$ cat src/rtl/dac_pkg.sv
// Shared definitions for the serial DAC controller: register map, ID word,
// FSM states, frame field widths and the round-robin channel picker.
package dac_pkg;

    localparam logic [3:0] REG_VALUE    = 4'h1;
    localparam logic [3:0] REG_CONTROL  = 4'h2;
    localparam logic [3:0] REG_LDAC_NOW = 4'h3;
    localparam logic [3:0] REG_ID       = 4'h9;
    localparam logic [3:0] REG_BUSY     = 4'hA;
    localparam logic [3:0] REG_PENDING  = 4'hB;

    localparam logic [15:0] DAC_ID = 16'h0DAC;

    localparam int FRAME_W = 16;
    localparam int CH_W    = 3;
    localparam int VALUE_W = 12;

    typedef enum logic [1:0] {
        ST_IDLE,
        ST_SHIFT,
        ST_GAP,
        ST_LDAC
    } state_t;

    // First set bit of pend at or after ptr, wrapping modulo n.
    function automatic logic [CH_W-1:0] rr_pick(input logic [7:0] pend,
                                                input logic [CH_W-1:0] ptr,
                                                input int n);
        int idx;
        rr_pick = ptr;
        for (int i = n - 1; i >= 0; i--) begin
            idx = int'(ptr) + i;
            if (idx >= n) idx -= n;
            if (pend[idx]) rr_pick = CH_W'(idx);
        end
    endfunction

endpackage

$ cat src/rtl/dac_shifter.sv
// Serialises one 16-bit frame: divides clk into dac_sclk, presents each bit
// before the falling edge and shifts on the rising edge.
import dac_pkg::*;

module dac_shifter #(
    parameter int CLK_DIV = 4
) (
    input  logic               clk,
    input  logic               reset,
    input  logic               start,
    input  logic [FRAME_W-1:0] word,
    output logic               done,
    output logic               sclk,
    output logic               din,
    output logic               frame_active
);

    logic [FRAME_W-1:0] shift_q, shift_d;
    logic [7:0]         div_q, div_d;
    logic [3:0]         bit_q, bit_d;
    logic               sclk_q, sclk_d;
    logic               active_q, active_d;
    logic               tick;

    assign tick = active_q && (div_q == 8'(CLK_DIV - 1));

    always_comb begin
        shift_d  = shift_q;
        div_d    = div_q;
        bit_d    = bit_q;
        sclk_d   = sclk_q;
        active_d = active_q;
        done     = 1'b0;
        if (start && !active_q) begin
            shift_d  = word;
            active_d = 1'b1;
            div_d    = '0;
            bit_d    = '0;
            sclk_d   = 1'b1;
        end else if (active_q) begin
            if (tick) begin
                div_d = '0;
                if (sclk_q) begin
                    sclk_d = 1'b0;
                end else begin
                    // After 16 shifts the register is all zeros, so din idles low.
                    sclk_d  = 1'b1;
                    shift_d = {shift_q[FRAME_W-2:0], 1'b0};
                    bit_d   = bit_q + 4'd1;
                    if (bit_q == 4'd15) begin
                        active_d = 1'b0;
                        done     = 1'b1;
                    end
                end
            end else begin
                div_d = div_q + 8'd1;
            end
        end
    end

    always_ff @(posedge clk) begin
        if (reset) begin
            shift_q  <= '0;
            div_q    <= '0;
            bit_q    <= '0;
            sclk_q   <= 1'b1;
            active_q <= 1'b0;
        end else begin
            shift_q  <= shift_d;
            div_q    <= div_d;
            bit_q    <= bit_d;
            sclk_q   <= sclk_d;
            active_q <= active_d;
        end
    end

    assign sclk         = sclk_q;
    assign din          = shift_q[FRAME_W-1];
    assign frame_active = active_q;

endmodule

$ cat src/rtl/dac_control.sv
// Bus-mapped 8-channel serial DAC controller: shadow registers, round-robin
// frame arbitration, inter-frame gap and LDAC pulse generation.
import dac_pkg::*;

module dac_control #(
    parameter int NUM_CHANNELS = 8,
    parameter int CLK_DIV      = 4,
    parameter int CS_GAP       = 2
) (
    input  logic        clk,
    input  logic        reset,
    input  logic [15:0] addr,
    input  logic [31:0] data_in,
    input  logic        enable,
    input  logic        re,
    input  logic        wr,
    output logic [15:0] data_out,
    output logic        dac_sclk,
    output logic        dac_sync_n,
    output logic        dac_din,
    output logic        dac_ldac_n
);

    state_t                  state_q, state_d;
    logic [VALUE_W-1:0]      shadow_q [NUM_CHANNELS];
    logic [VALUE_W-1:0]      shadow_d [NUM_CHANNELS];
    logic [NUM_CHANNELS-1:0] pending_q, pending_d;
    logic [CH_W-1:0]         rr_ptr_q, rr_ptr_d;
    logic [15:0]             cnt_q, cnt_d;
    logic [15:0]             data_out_q, data_out_d;
    logic                    auto_ldac_q, auto_ldac_d;
    logic                    ldac_req_q, ldac_req_d;
    logic                    sync_n_q, sync_n_d;
    logic                    ldac_n_q, ldac_n_d;

    logic               ch_ok, busy, shift_start, shift_done, shift_active;
    logic [CH_W-1:0]    bus_ch, sel;
    logic [3:0]         bus_reg;
    logic [FRAME_W-1:0] frame_word;
    logic               unused_bits;

    assign bus_ch      = addr[8 +: CH_W];
    assign bus_reg     = addr[3:0];
    assign ch_ok       = enable && (int'(addr[15:8]) < NUM_CHANNELS);
    assign busy        = (state_q != ST_IDLE) || (pending_q != '0);
    assign sel         = rr_pick(8'(pending_q), rr_ptr_q, NUM_CHANNELS);
    assign frame_word  = {1'b0, sel, shadow_q[sel]};
    assign unused_bits = ^{addr[7:4], data_in[31:VALUE_W]};

    dac_shifter #(.CLK_DIV(CLK_DIV)) u_shifter (
        .clk          (clk),
        .reset        (reset),
        .start        (shift_start),
        .word         (frame_word),
        .done         (shift_done),
        .sclk         (dac_sclk),
        .din          (dac_din),
        .frame_active (shift_active)
    );

    always_comb begin
        state_d     = state_q;
        shadow_d    = shadow_q;
        pending_d   = pending_q;
        rr_ptr_d    = rr_ptr_q;
        cnt_d       = cnt_q;
        auto_ldac_d = auto_ldac_q;
        ldac_req_d  = ldac_req_q;
        sync_n_d    = sync_n_q;
        ldac_n_d    = ldac_n_q;
        data_out_d  = '0;
        shift_start = 1'b0;

        case (state_q)
            ST_IDLE: begin
                if (pending_q != '0 && !shift_active) begin
                    shift_start    = 1'b1;
                    pending_d[sel] = 1'b0;
                    rr_ptr_d       = (sel == CH_W'(NUM_CHANNELS - 1)) ? '0 : sel + 1'b1;
                    sync_n_d       = 1'b0;
                    state_d        = ST_SHIFT;
                end else if (ldac_req_q) begin
                    ldac_req_d = 1'b0;
                    ldac_n_d   = 1'b0;
                    cnt_d      = '0;
                    state_d    = ST_LDAC;
                end
            end
            ST_SHIFT: begin
                if (shift_done) begin
                    sync_n_d = 1'b1;
                    cnt_d    = '0;
                    state_d  = ST_GAP;
                end
            end
            ST_GAP: begin
                if (cnt_q == 16'(CS_GAP - 1)) begin
                    if ((auto_ldac_q && pending_q == '0) || ldac_req_q) begin
                        ldac_req_d = 1'b0;
                        ldac_n_d   = 1'b0;
                        cnt_d      = '0;
                        state_d    = ST_LDAC;
                    end else begin
                        state_d = ST_IDLE;
                    end
                end else begin
                    cnt_d = cnt_q + 16'd1;
                end
            end
            ST_LDAC: begin
                if (cnt_q == 16'(2 * CLK_DIV - 1)) begin
                    ldac_n_d = 1'b1;
                    state_d  = ST_IDLE;
                end else begin
                    cnt_d = cnt_q + 16'd1;
                end
            end
            default: state_d = ST_IDLE;
        endcase

        // Bus writes come last so they win over the arbiter and LDAC clears.
        if (ch_ok && wr) begin
            case (bus_reg)
                REG_VALUE: begin
                    shadow_d[bus_ch]  = data_in[VALUE_W-1:0];
                    pending_d[bus_ch] = 1'b1;
                end
                REG_CONTROL:  auto_ldac_d = data_in[0];
                REG_LDAC_NOW: ldac_req_d  = 1'b1;
                default: ;
            endcase
        end

        if (ch_ok && re) begin
            case (bus_reg)
                REG_VALUE:   data_out_d = {4'h0, shadow_q[bus_ch]};
                REG_CONTROL: data_out_d = {15'h0, auto_ldac_q};
                REG_ID:      data_out_d = DAC_ID;
                REG_BUSY:    data_out_d = {15'h0, busy};
                REG_PENDING: data_out_d = {8'h0, 8'(pending_q)};
                default:     data_out_d = '0;
            endcase
        end
    end

    always_ff @(posedge clk) begin
        if (reset) begin
            state_q     <= ST_IDLE;
            for (int i = 0; i < NUM_CHANNELS; i++) shadow_q[i] <= '0;
            pending_q   <= '0;
            rr_ptr_q    <= '0;
            cnt_q       <= '0;
            auto_ldac_q <= 1'b1;
            ldac_req_q  <= 1'b0;
            sync_n_q    <= 1'b1;
            ldac_n_q    <= 1'b1;
            data_out_q  <= '0;
        end else begin
            state_q     <= state_d;
            shadow_q    <= shadow_d;
            pending_q   <= pending_d;
            rr_ptr_q    <= rr_ptr_d;
            cnt_q       <= cnt_d;
            auto_ldac_q <= auto_ldac_d;
            ldac_req_q  <= ldac_req_d;
            sync_n_q    <= sync_n_d;
            ldac_n_q    <= ldac_n_d;
            data_out_q  <= data_out_d;
        end
    end

    assign data_out   = data_out_q;
    assign dac_sync_n = sync_n_q;
    assign dac_ldac_n = ldac_n_q;

endmodule

$ cat config.mk
export PLATFORM = sky130hd
export DESIGN_NAME = dac_control
export DESIGN_NICKNAME = d
export VERILOG_FILES = /design/src/rtl/dac_pkg.sv /design/src/rtl/dac_shifter.sv /design/src/rtl/dac_control.sv
export SDC_FILE = /design/constraint.sdc
export NUM_CORES = 1
export LEC_CHECK = 0
export ABC_AREA = 1
export ABC_CLOCK_PERIOD_IN_PS = 2800
export CAP_MARGIN = 25
export CORE_MARGIN = 5
export CORE_UTILIZATION = 55
export DETAILED_ROUTE_END_ITERATION = 10
export DONT_BUFFER_PORTS = 1
export PLACE_DENSITY = 0.73
export SLEW_MARGIN = 40
export SYNTH_ARGS = -nofsm -noshare
export SYNTH_HDL_FRONTEND = slang
export SYNTH_HIERARCHICAL = 1
export SYNTH_SLANG_ARGS = --single-unit
$ cat constraint.sdc
create_clock -name clk -period 2.8 [get_ports clk]
set_input_delay 0.56 -clock clk [delete_from_list [all_inputs] [get_ports clk]]
set_output_delay 0.56 -clock clk [all_outputs]
set_load 0.005 [all_outputs]
=== After elaboration in Yosys (flattened, before gate mapping) ===
Index checks and enable logic that the tools add are counted.

* Muxes and demuxes: 106
* $add $sub $neg: 19
* Bitwise gates (word level): 7
* Reduce and logical (&&, ||, !) cells: 33
* Equal/unequal tests: 25
* Order comparisons: 24

{| class="wikitable"
|+ Operators with widths
! cell !! count
|-
| $lt A32 B5 Y1 const B || 8
|-
| $mux W32 || 8
|-
| $bwmux W96 || 1
|-
| $mux W16 || 6
|-
| $bmux W12 S3 || 2
|-
| $pmux W16 S4 || 1
|-
| $mux W12 || 5
|-
| $mux W15 || 4
|-
| $pmux W12 S5 || 1
|-
| $mux W1 || 43
|-
| $mux W8 || 5
|-
| $demux W12 S3 || 1
|-
| $ge A4 B4 Y1 const B || 9
|-
| $sub A4 B4 Y5 const B || 7
|-
| $mux W3 || 9
|-
| $bmux W1 S3 || 8
|-
| $ne A2 B2 Y1 const B || 9
|-
| $add A16 B1 Y16 const B || 1
|-
| $add A3 B3 Y4 const B || 4
|-
| $eq A16 B1 Y1 const B || 1
|-
| $eq A16 B3 Y1 const B || 1
|-
| $eq A4 B4 Y1 const B || 4
|-
| $mux W2 || 6
|-
| $logic_and A1 B1 Y1 || 10
|-
| other kinds (40) || 60
|}

* Register bits after elaboration: 175
* Logic and storage cells: 237
* Input port bits: 53

=== Longest topological paths before layout ===
Gate-level depths: netlist (run 1).

* Depth in word-level cells: 25
* Mapped depth: 30

=== Modules after synthesis ===
The synthesis (run 1) kept the hierarchy.

{| class="wikitable"
|+ Modules (own cells, without submodules)
! module !! times used !! cells an instance !! area each (µm²) !! sequential area each (µm²)
|-
| dac_control || 1 || 1163 || 7701.1 || 2822.7
|-
| dac_shifter || 1 || 221 || 1571.5 || 600.6
|}

=== Least setup slack after synthesis (run 1) ===
Ideal clock, no wire load.

* Path kind: reg2reg
* From: reg rr_ptr_q[0]
* To: reg u_shifter.shift_q[4]
* Arrival: 2.655 ns
* Slack: 0.074 ns
* Required time: 2.729 ns
* Path buffers: 4
* Library setup time: 0.071 ns
* Stages on the path, launching flop included: 28
* Period minus slack after synthesis: 2.726 ns
* Path through: dfxtp_1 > buf_6 > inv_2 > buf_6 > ha_1 > inv_2 > nand3_1 > nand3_1 > nand2_1 > a21oi_1 > nand2_1 > nand2_1 > nand2_1 > nand2_1 > nand2_1 > nand2_1 > nand2_2 > buf_6 > inv_6 > buf_6 > nand3_1 > nand3_1 > nand2_1 > nand2_1 > nand2_1 > nand2_1 > nand2_2 > a21oi_2

* Word-level cells in the longest chain between the ends: 19
* Elaborated cells between the ends (all ways): 68
* Classes of those cells: add/sub (15); order compare (8); mux (44); bitwise (1)

{| class="wikitable"
|+ Ends and longest elaborated chain
! element !! line !! text
|-
| start, declared || dac_control.sv:28 || <nowiki>logic [CH_W-1:0] rr_ptr_q, rr_ptr_d;</nowiki>
|-
| start signal, assigned || dac_control.sv:162 || <nowiki>rr_ptr_q <= rr_ptr_d;</nowiki>
|-
| $add A3 B3 Y4 || dac_pkg.sv:32 || <nowiki>idx = int'(ptr) + i;</nowiki>
|-
| $sub A4 B4 Y5 / $ge A4 B4 Y1 (equally long branches) || dac_pkg.sv:33 || <nowiki>if (idx >= n) idx -= n;</nowiki>
|-
| $mux W32 || dac_pkg.sv:33 ||
|-
| $bmux W1 S3 || dac_pkg.sv:34 || <nowiki>if (pend[idx]) rr_pick = CH_W'(idx);</nowiki>
|-
| $mux W1 (not written as such) (2 in a row) || dac_pkg.sv:34 ||
|-
| $mux W3 (7 in a row) || dac_pkg.sv:34 ||
|-
| $mux W3 (*) || dac_pkg.sv:34 ||
|-
| $not A3 Y4 (not written as such) (*) || dac_control.sv:47 || <nowiki>assign frame_word = {1'b0, sel, shadow_q[sel]};</nowiki>
|-
| $bmux W12 S3 (*) || dac_control.sv:47 ||
|-
| $mux W12 (not written as such) (*) (2 in a row) || dac_control.sv:47 ||
|-
| net frame_word[4] || dac_control.sv:39 || <nowiki>logic [FRAME_W-1:0] frame_word;</nowiki>
|-
| $mux W15 (*) || dac_shifter.sv:34 || <nowiki>if (start && !active_q) begin</nowiki>
|-
| end signal, assigned || dac_shifter.sv:69 || <nowiki>shift_q <= shift_d;</nowiki>
|-
| end, declared || dac_shifter.sv:18 || <nowiki>logic [FRAME_W-1:0] shift_q, shift_d;</nowiki>
|}

Mark *: on every way through the listed nets, which the timed path passes. The rest lies on a longest branch. The select of a mux whose other input is x is not followed.
A chain may end at the register's enable or synchronous reset.

=== Final worst setup path (run 1) ===
* From: reg rr_ptr_q[0]
* To: reg u_shifter.shift_q[7]

The elaborated chain is that of the path after synthesis.

==> out/summary.txt, run 1 <==
status - finished with violations
failing checks - setup timing
synthesis-to-finish area growth - 16.8%
skew final - 11.3 ps
total CTS buffers - 17
global-route wire length before repair - 43300 µm
CP arrival - 3190 ps
largest cells by area after synthesis - dfxtp_1 (37%), nand2_1 (12%), a21oi_1 (8.4%)
core area - 0.0166 mm²
clk sink count - 171
Critical Path RT - 3180 ps
drt first-iter violations - 1110
Final Wtd Congestion - 0.904
Final setup viols - 2
crit-path max cell delay - 330 ps
Leak - 4.32 nW
Most Frequent Cell on Critical Path - nand2_1
routed wire length per instance - 17.3 µm
final hold violation count - 0
period utilization - 1.00
antenna violations before repair - 1
Rel. slew slack - 0.495
gr usage total - 0.272
Netlist cell types - 49
Hold-fix buffers, CTS - 0
top_reg_cell synth - dfxtp_1
final setup margin - -8.77 ps
maxcap violations - 0
CTS H-tree lvls - 4
slew of the pin with the lowest slew margin - 758 ps
crit path time final - 2810 ps
TritonCTS clock tree - yes
I/O Buffers - 0
syn avg cell area - 6.70 µm²
Slew Limit Fails - 0
clk_lat worst skew - 440 ps
cell area after synthesis - 0.00927 mm²
worst-path cell with the longest stage delay - dfxtp_2
GR Overflow Total - 0
Startpoint Class - flip-flop
clock-pin slew on the worst setup and hold paths - 70 ps
largest net degree at the start of global routing - 86
post-place setup slack - -64.3 ps
fmax - 356 MHz
Root Buffer Master - clkbuf_16
vias in the first global route - 8362
top-area cell type share of the netlist area - 0.369
# fillers - 1488
layout cells sized above 1 - 0.154
hpwl dp - 18500 µm
Vias/cell - 5.76
first-pass iteration count of the detailed router - 5
Routed WL - 28500 µm
area of the die - 0.0196 mm²
Ports - 73
crit end category - flip-flop
ant diodes - 0
WS Path Type - flip-flop to flip-flop
Synth Register Bits - 171
ANT nets after route - 0
Seq/Total Area, Yosys - 0.369
RSZ-0062 raised after global routing - yes
PD cells - 494 mW/mm²
Post-synth EDFFs - 0
setup TNS - -13.2 ps
DRC Markers - 0
row count - 47
CP Max Fanout - 8
via count - 9514
Synth Instances - 1384
initial core utilization - 0.559
Clock Path Buffers - 2
fin nets - 1478
area leader, netlist - dfxtp_1
die height - 140 µm
VDD IR max - 0.000388 V
Hold Crit Class - input port to flip-flop
Async S/R FF share, synth - 0
Die X - 140 µm
Ys Warns - 6
## path summary, 6_finish.rpt
check                           slack (ps)  cells past startpoint              endpoint    startpoint
worst max register to register          -9                     26  u_shifter/shift_q[7]   rr_ptr_q[0]
worst min register to register         460                      2          shadow_q[66]  shadow_q[66]
worst max-delay path                    -9                     26  u_shifter/shift_q[7]   rr_ptr_q[0]
worst min-delay path                   190                      1              cnt_q[1]         reset
## layout make-up
class / instances / area (µm²) / share of cell area
timing repair buffer: 83 / 808 / 0.0746
tap: 220 / 275 / 0.0254
multi-input combinational: 953 / 4970 / 0.459
clock inverter: 12 / 138 / 0.0127
sequential: 171 / 3430 / 0.317
inverter: 193 / 744 / 0.0687
clock buffer: 20 / 467 / 0.0431
## synth_stat cells, drive strengths merged, types with 2 or more instances
library cell    n
a211oi         17
clkbuf         38
nand2         323
a21oi         165
a221o           2
a32o            4
a31oi           2
inv           191
a41oi           2
nand3         140
o21ai         135
o22ai          17
nor4            4
o221ai          2
a221oi          2
o2111ai         3
nor3           16
nor3b           2
xor2            7
o21a            2
o211ai         10
buf            34
clkinv          2
nor2           76
nand4           5
dfxtp         171
ha              6
## layer usage
layer,vias up,routed length [µm],track usage
met5,-,13,0
met4,2,1260,0.100
met3,106,2920,0.0662
met2,479,12900,0.440
met1,4291,11400,0.355
li1,4636,-,-
## worst max-delay path, delay by kind of cell (launching register included)
family          cells  cell delay, ps
compound gates      1             120
buf+inv             4             520
flops               1             330
simple gates       21            1790
## sequential cells by signal (all words and copies together) (netlist names)
| name | count |
|---|---|
| dac_sync_n | 1 |
| pending_q | 8 |
| dac_ldac_n | 1 |
| u_shifter/sclk | 1 |
| ldac_req_q | 1 |
| data_out | 12 |
| u_shifter/div_q | 8 |
| u_shifter/frame_active | 1 |
| cnt_q | 16 |
| auto_ldac_q | 1 |
| state_q | 2 |
| rr_ptr_q | 3 |
| u_shifter/bit_q | 4 |
| shadow_q | 96 |
| u_shifter/shift_q | 16 |
## layout by cell type, fill, tap and decap left out, types with 8 or more instances in the layout
master	count
nor3_1	16
inv_2	11
o21ai_0	121
a21oi_1	155
nand3_1	122
nand2_2	36
nand3_4	8
nand2_1	280
nand3_2	10
o22ai_1	17
dfxtp_1	168
o211ai_1	10
clkbuf_16	22
inv_1	176
nor2_1	73
buf_4	66
a211oi_1	17
a21oi_2	10
## cell families (layout without fill, tap and decap cells)
family / count (synthesis) / count (layout) / synth area share
adders and majority gates: 6 / 6 / 0.00810
DFF: 171 / 171 / 0.369
AOI/OAI and AO/OA: 366 / 366 / 0.220
and+or+nand+nor: 567 / 568 / 0.271
xor gates and xnor gates: 8 / 8 / 0.00756
other: 1 / 5 / 0.000404
buffers and inverters: 265 / 308 / 0.124
## per-stage QoR
step                      utilization  hold slack, ps  cells  total power, mW  area [µm²]
after floorplan                     -             434   1388             2.84        9290
final                           0.653             192   1652             5.35       10800
after global placement          0.588             446   1607             2.95        9750
after detailed placement        0.588             454   1607             2.96        9750
after CTS                       0.626             179   1639             5.35       10400
after global routing            0.653             176   1652             5.52       10800
## report_power, final
group          switching [mW]  total, mW  internal [mW]
registers              0.0211       2.47           2.45
logic                   0.296      0.441          0.145
clock network            1.04       2.44           1.40
total                    1.36       5.35           3.99
## repair_timing
item | CTS | global route
gates resized for setup | 5 | 64
cloned | 0 | 7
hold endpoints to repair | 0 | 0
endpoints found under the setup margin | 12 | 33
pin swaps | 0 | 15
setup buffers | 0 | 6
Power figures use the tool's default switching activity.
==> run 2: changes to the inputs <==
--- a/config.mk
+++ b/config.mk
@@ -13,6 +13,7 @@
 export DETAILED_ROUTE_END_ITERATION = 10
 export DONT_BUFFER_PORTS = 1
 export PLACE_DENSITY = 0.73
+export SETUP_SLACK_MARGIN = 0.05
 export SLEW_MARGIN = 40
 export SYNTH_ARGS = -nofsm -noshare
 export SYNTH_HDL_FRONTEND = slang
==> run 2 against run 1 <==
  * The flow now finishes without violations
  * Via count rose by 0.65%
  * Utilization rose by 0.083 points
  * Register-to-register slack improved by 40 ps
  * Routed wire length increased by 0.13%
  * Critical path depth stayed put
  * Clock skew fell by 1.8 ps
  * Maximum frequency up 1.4%
  * Worst hold slack improved by 9.7 ps
  * Clock power about the same
  * Die area stayed put
  * Setup slack improved by 40 ps
  * Combinational power hardly changed
  * Highest routed layer unchanged
==> out/summary.txt, run 2 (synthesis results as in run 1) <==
TritonCTS clock tree - yes
global-route wire length before repair - 43300 µm (about the same)
# fillers - 1501 (+0.87%)
drt first-iter violations - 986 (-11%)
Logic pwr share - 0.083 (about the same)
clock share of power - 0.454 (about the same)
final setup margin - 31.1 ps (+39.9 ps)
clk sink count - 171 (unchanged)
ANT nets after route - 0 (unchanged)
delay-heaviest family, CP - simple AND/OR/NAND/NOR gates
GR Overflow Total - 0 (unchanged)
largest net degree at the start of global routing - 86 (unchanged)
I/O Buffers - 0 (unchanged)
vias in the first global route - 8367 (+0.060%)
top flop regs - shadow_q x96, cnt_q x16, u_shifter/shift_q x16
first-pass iteration count of the detailed router - 6 (+1)
Reg power frac - 0.463 (about the same)
gr usage total - 0.273 (about the same)
final hold violation count - 0 (unchanged)
total CTS buffers - 17 (unchanged)
Placed Area - 0.00975 mm² (unchanged)
VDD IR max - 0.000381 V (-1.7%)
worst-path cell with the longest stage delay - dfxtp_2
RSZ-0062 raised after global routing - yes
Buf/Inv on CP - 5 (+1)
NetSw - 1.34 mW (-0.91%)
DRC Markers - 0 (unchanged)
crit-path max cell delay - 350 ps (+20 ps)
Leak - 4.33 nW (+0.10%)
Net Sw Frac - 0.252 (-0.00177)
post-place setup slack - -64.3 ps (unchanged)
initial core utilization - 0.559 (unchanged)
Routed WL - 28500 µm (+0.13%)
clock-pin slew on the worst setup and hold paths - 70 ps (about the same)
crit end category - flip-flop
largest register by flop count - shadow_q
status - completed
area of the die - 0.0196 mm² (unchanged)
CP arrival - 3140 ps (-50 ps)
placed insts - 1607 (unchanged)
core area - 0.0166 mm² (unchanged)
synthesis-to-finish area growth - 17.0%
Die X - 140 µm (unchanged)
Critical Path RT - 3170 ps (about the same)
Rel. slew slack - 0.481 (-0.0137)
commonest non-fill, non-tap cell in the layout - nand2_1
Ports - 73 (unchanged)
fin nets - 1480 (+0.14%)
maxcap violations - 0 (unchanged)
via count - 9576 (+0.65%)
Most Frequent Cell on Critical Path - nand2_1
skew final - 9.49 ps (-1.82 ps)
clk_lat worst skew - 440 ps (about the same)
cell area after layout - 0.0108 mm² (+0.13%)
PD cells - 492 mW/mm² (-0.34%)
Final Hold Slack - 202 ps (+9.65 ps)
setup TNS - 0 ps (+13.2 ps)
final std cells w/o fill - 1654 (+0.12%)
period utilization - 0.989 (-0.0143)
Hold-fix buffers, CTS - 0 (unchanged)
CP Max Fanout - 7 (-1)
ant diodes - 0 (unchanged)
routed wire length per instance - 17.3 µm (about the same)
Root Buffer Master - clkbuf_16
Startpoint Class - flip-flop
layout cells sized above 1 - 0.154 (+0.000483)
max reg flops - 96 (unchanged)
die height - 140 µm (unchanged)
crit path time final - 2770 ps (-39.9 ps)
Final setup viols - 0 (-2)
commonest non-fill, non-tap cells in the layout - nand2_1 (282), inv_1 (177), dfxtp_1 (168), a21oi_1 (154), nand3_1 (122)
Clock Path Buffers - 2 (unchanged)
CTS H-tree lvls - 4 (unchanged)
Hold Crit Class - input port to flip-flop
hpwl dp - 18500 µm (unchanged)
antenna violations before repair - 1 (unchanged)
fmax - 361 MHz (+1.4%)
internal power component - 3.99 mW (about the same)
row count - 47 (unchanged)
Slew Limit Fails - 0 (unchanged)
Final Wtd Congestion - 0.904 (unchanged)
Vias/cell - 5.79 (+0.53%)
WS Path Type - flip-flop to flip-flop
slew of the pin with the lowest slew margin - 778 ps (+20.5 ps)
==> run 2: power by group through the flow <==
stage               registers, mW  logic, mW  clock network (mW)
floorplan                    2.52      0.313                   0
global placement             2.53      0.425                   0
detailed placement           2.53      0.428                   0
CTS                          2.47      0.431                2.44
global route                 2.48      0.489                2.56
finish                       2.47      0.440                2.42
==> run 2: metal layers <==
| metal | GRT usage | wire, µm |
|---|---|---|
| met1 | 0.355 | 11400 |
| met2 | 0.440 | 12800 |
| met3 | 0.0662 | 3000 |
| met4 | 0.100 | 1330 |
| met5 | 0 | 13 |
==> run 2: final timing paths <==
kind                      from              endpoint  slack, ps  cells after the start
setup / recovery   rr_ptr_q[1]  u_shifter/shift_q[3]         30                     26
setup reg to reg   rr_ptr_q[1]  u_shifter/shift_q[3]         30                     26
hold reg to reg   shadow_q[52]          shadow_q[52]        460                      2
hold / removal           reset              cnt_q[1]        200                      1
==> run 2: timing repair <==
action                     in CTS  in global routing
pin swaps                       0                 13
setup endpoints to repair      16                 35
gates cloned                    0                  8
buffers inserted                0                  7
resized for setup               6                 59
==> run 2: layout make-up <==
type	count	area, µm²	share of cell area
inverters	193	744	0.0686
multi-input cells	953	4950	0.457
well taps	220	275	0.0254
repair buffers	85	840	0.0774
clock inverters	12	138	0.0127
flip-flops and latches	171	3430	0.316
clock buffers	20	467	0.0430
==> run 2: worst reg2reg max path, stage by stage, from the launching register on <==
cell	delay [ps]
dfxtp_2	350
buf_4	150
ha_4	160
xor2_4	190
inv_2	70
nand3_2	80
nand2_2	70
inv_1	50
nand2_1	60
nand2_1	50
nand2_1	40
nand2_1	70
nand2_2	100
nand2_2	90
nand2_4	110
nand2_8	140
nand2_2	90
inv_4	90
buf_12	130
nand2_1	60
nand3_1	60
nand2_1	70
nand2_2	130
nand2_1	70
nand2_1	80
nand2_2	50
a21oi_2	110
==> run 2: metrics by stage <==
| stage | utilization | total power, mW |
|---|---|---|
| 6_report | 0.654 | 5.34 |
| 5_1_grt | 0.654 | 5.52 |
| 4_1_cts | 0.626 | 5.35 |
| 3_5_place_dp | 0.588 | 2.96 |
| 3_3_place_gp | 0.588 | 2.95 |
| 2_1_floorplan | - | 2.84 |
==> run 3: changes to the inputs <==
--- a/config.mk
+++ b/config.mk
@@ -17,5 +17,4 @@
 export SLEW_MARGIN = 40
 export SYNTH_ARGS = -nofsm -noshare
 export SYNTH_HDL_FRONTEND = slang
-export SYNTH_HIERARCHICAL = 1
 export SYNTH_SLANG_ARGS = --single-unit
==> run 3 against run 2 <==
  * Routed wire length up 2.1%
  * Register-to-register slack better by 130 ps
  * Maximum frequency up 5.0%
  * Critical path depth is 5 lower
  * Final area fell by 4.3%
  * Largest cell class unchanged
  * Total power decreased by 4.2%
  * Critical endpoint is now u_shifter.shift_q[12]
  * Utilization fell by 1.9 points
  * Final cell count down 6.0%
  * Critical path type unchanged
==> out/summary.txt, run 3 <==
row count - 47 (unchanged)
Register-to-Register Setup Slack - 160 ps (+130 ps)
total CTS buffers - 17 (unchanged)
Clock Path Buffers - 2 (unchanged)
Routed WL - 29100 µm (+2.1%)
vias in the first global route - 8314 (-0.63%)
Netlist cell types - 49 (unchanged)
DRC Markers - 0 (unchanged)
largest register by flop count - shadow_q
worst reg-to-reg path cell count - 21 (-19%)
GR Overflow Total - 0 (unchanged)
I/O Buffers - 0 (unchanged)
ant diodes - 0 (unchanged)
Final setup viols - 0 (unchanged)
final total power - 5.11 mW (-4.2%)
ANT nets after route - 0 (unchanged)
largest net degree at the start of global routing - 79 (-8.1%)
crit path time final - 2640 ps (-131 ps)
top-area cell type share of the netlist area - 0.378 (+0.00856)
status - completed
met2 WL post-DR - 12800 µm (+0.14%)
hpwl dp - 19200 µm (+3.8%)
CP Max Fanout - 6 (-1)
layout cells sized above 1 - 0.133 (-0.0214)
commonest non-fill, non-tap cells in the layout - nand2_1 (273), dfxtp_1 (168), a21oi_1 (152), inv_1 (143), nand3_1 (133)
WL met1 - 12100 µm (+6.5%)
cell area after synthesis - 0.00906 mm² (-2.3%)
maxcap violations - 0 (unchanged)
max reg flops - 96 (unchanged)
PD cells - 493 mW/mm² (about the same)
Post-synth EDFFs - 0 (unchanged)
RSZ-0062 raised after global routing - yes
routed wl met3 - 2980 µm (-0.87%)
reg2reg end - u_shifter.shift_q[12]
crit path to - u_shifter.shift_q[12]
clk_lat worst skew - 430 ps (about the same)
via count - 9341 (-2.5%)
antenna violations before repair - 0 (-1)
VDD IR max - 0.000438 V (+15%)
Rel. slew slack - 0.527 (+0.0455)
Final Hold Slack - 190 ps (-11.6 ps)
Async S/R FF share, synth - 0 (unchanged)
fmax - 379 MHz (+5.0%)
Final Wtd Congestion - 0.950 (+5.2%)
gr usage total - 0.285 (+0.0125)
slew of the pin with the lowest slew margin - 710 ps (-68.3 ps)
WS Path Type - flip-flop to flip-flop
CP arrival - 2960 ps (-180 ps)
Setup crit start - rr_ptr_q[0]
core area - 0.0163 mm² (-1.4%)
TritonCTS clock tree - yes
drt first-iter violations - 1394 (+41%)
period utilization - 0.942 (-0.0469)
Synth Instances - 1307 (-5.6%)
synthesis-to-finish area growth - 14.5%
initial core utilization - 0.554 (-0.00481)
Leak - 4.05 nW (-6.3%)
top_reg_cell synth - dfxtp_1
Startpoint Class - flip-flop
Vias/cell - 6.01 (+3.8%)
die height - 138 µm (-1.1%)
most instantiated library cell after synthesis - nand2_1
Critical Path RT - 3120 ps (-50 ps)
synth cell count leaders - nand2_1 (275), dfxtp_1 (171), a21oi_1 (152), inv_1 (147), nand3_1 (146)
Ports - 73 (unchanged)
Hold Crit Class - input port to flip-flop
crit end category - flip-flop
area leader, netlist - dfxtp_1
setup TNS - 0 ps (unchanged)
first-pass iteration count of the detailed router - 6 (unchanged)
global-route wire length before repair - 44600 µm (+3.1%)
area of the die - 0.0191 mm² (-2.1%)
top flop regs - shadow_q x96, cnt_q x16, u_shifter.shift_q x16
clock-pin slew on the worst setup and hold paths - 70 ps (about the same)
routed wire length per instance - 18.7 µm (+8.6%)
Die X - 138 µm (-1.1%)
fin nets - 1382 (-6.6%)
Worst R2R Start - rr_ptr_q[0]
Seq/Total Area, Yosys - 0.378 (+0.00856)
Ys Warns - 0 (-6)
clk sink count - 171 (unchanged)
syn avg cell area - 6.93 µm² (+3.5%)
largest cells by area after synthesis - dfxtp_1 (38%), nand2_1 (11%), a21oi_1 (8.4%)
Synth Register Bits - 171 (unchanged)
Slew Limit Fails - 0 (unchanged)
Root Buffer Master - clkbuf_16
CTS H-tree lvls - 4 (unchanged)
top sig layer - met4
skew final - 7.06 ps (-2.43 ps)
final hold violation count - 0 (unchanged)
commonest non-fill, non-tap cell in the layout - nand2_1
## run 3: cell types whose count changed in the layout (fill, tap and decap cells not counted), moves of 9 or more
cell,change
buf_4,-20
nand3_2,+22
o21ai_0,-11
a211oi_1,-13
nand3_1,+11
inv_1,-34
nor2_1,-27
nand2_1,-9
nand2_2,-21
a221oi_1,+11
## run 3: area by class of cell
type                       instances  area, µm²
inverter                         158        598
clock buffer                      21        450
fill                            1456       5970
timing repair buffer              66        754
tap                              220        275
sequential                       171       3430
clock inverter                     9       75.1
multi-input combinational        909       4790
## run 3: how the worst min path moves through the flow
stage	start	cells after the start	to	slack [ps]
floorplan	u_shifter.shift_q[11]	2	u_shifter.shift_q[12]	440
global placement	u_shifter.shift_q[0]	2	u_shifter.shift_q[0]	450
detailed placement	u_shifter.shift_q[13]	2	u_shifter.shift_q[13]	450
CTS	reset	1	cnt_q[14]	180
global route	reset	1	cnt_q[14]	170
finish	reset	1	cnt_q[14]	190
## run 3: layer usage
layer  global-route usage  vias up
li1                     -     4431
met1                0.392     4273
met2                0.438      526
met3               0.0622      111
met4                0.114        0
met5                    0        -
## run 3: worst max-delay path: stages, from the launching register on
cell and delay [ps]:
dfxtp_4 370, inv_4 40, ha_4 260, buf_4 140, nand3_1 120, nand3_2 100, nand2_2 100, inv_2 30
nand2_1 50, nand2_1 50, nand2_1 60, nand2_1 60, nand2_2 100, nand2_2 100, nand2_8 130, nand2_8 110
buf_4 170, nand2_1 140, inv_2 60, buf_4 140, a21oi_1 120, a21oi_1 70
## run 3: report_power, final
group          internal, mW  switching (mW)  total, mW  leakage [nW]
logic                 0.131           0.299      0.430          2.42
registers              2.46          0.0348       2.50          1.38
clock network          1.23           0.957       2.18         0.258
total                  3.82            1.29       5.11          4.05
## run 3: stage by stage
| stage | util | std cells | area [µm²] | worst slack [ps] |
|---|---|---|---|---|
| floorplan | - | 1310 | 9070 | 199 |
| global placement | 0.581 | 1517 | 9500 | 48.4 |
| detailed placement | 0.582 | 1517 | 9510 | 25.9 |
| CTS | 0.614 | 1547 | 10000 | 50.8 |
| global route | 0.635 | 1554 | 10400 | 38.7 |
| finish | 0.635 | 1554 | 10400 | 162 |
## run 3: logic make-up after synthesis
family	Yosys count	synth area share
simple gates	556	0.286
compound gates	331	0.204
buf+inv	230	0.111
flops	171	0.378
xor+xnor	12	0.0116
fa+ha+maj	6	0.00828
other cells	1	0.000414
## run 3: what timing repair did
action	4_1_cts	5_1_grt
endpoints found under the setup margin	6	35
gates cloned	0	5
buffers inserted	0	2
hold buffers	0	0
gates resized for setup	1	41
pin swaps	0	6
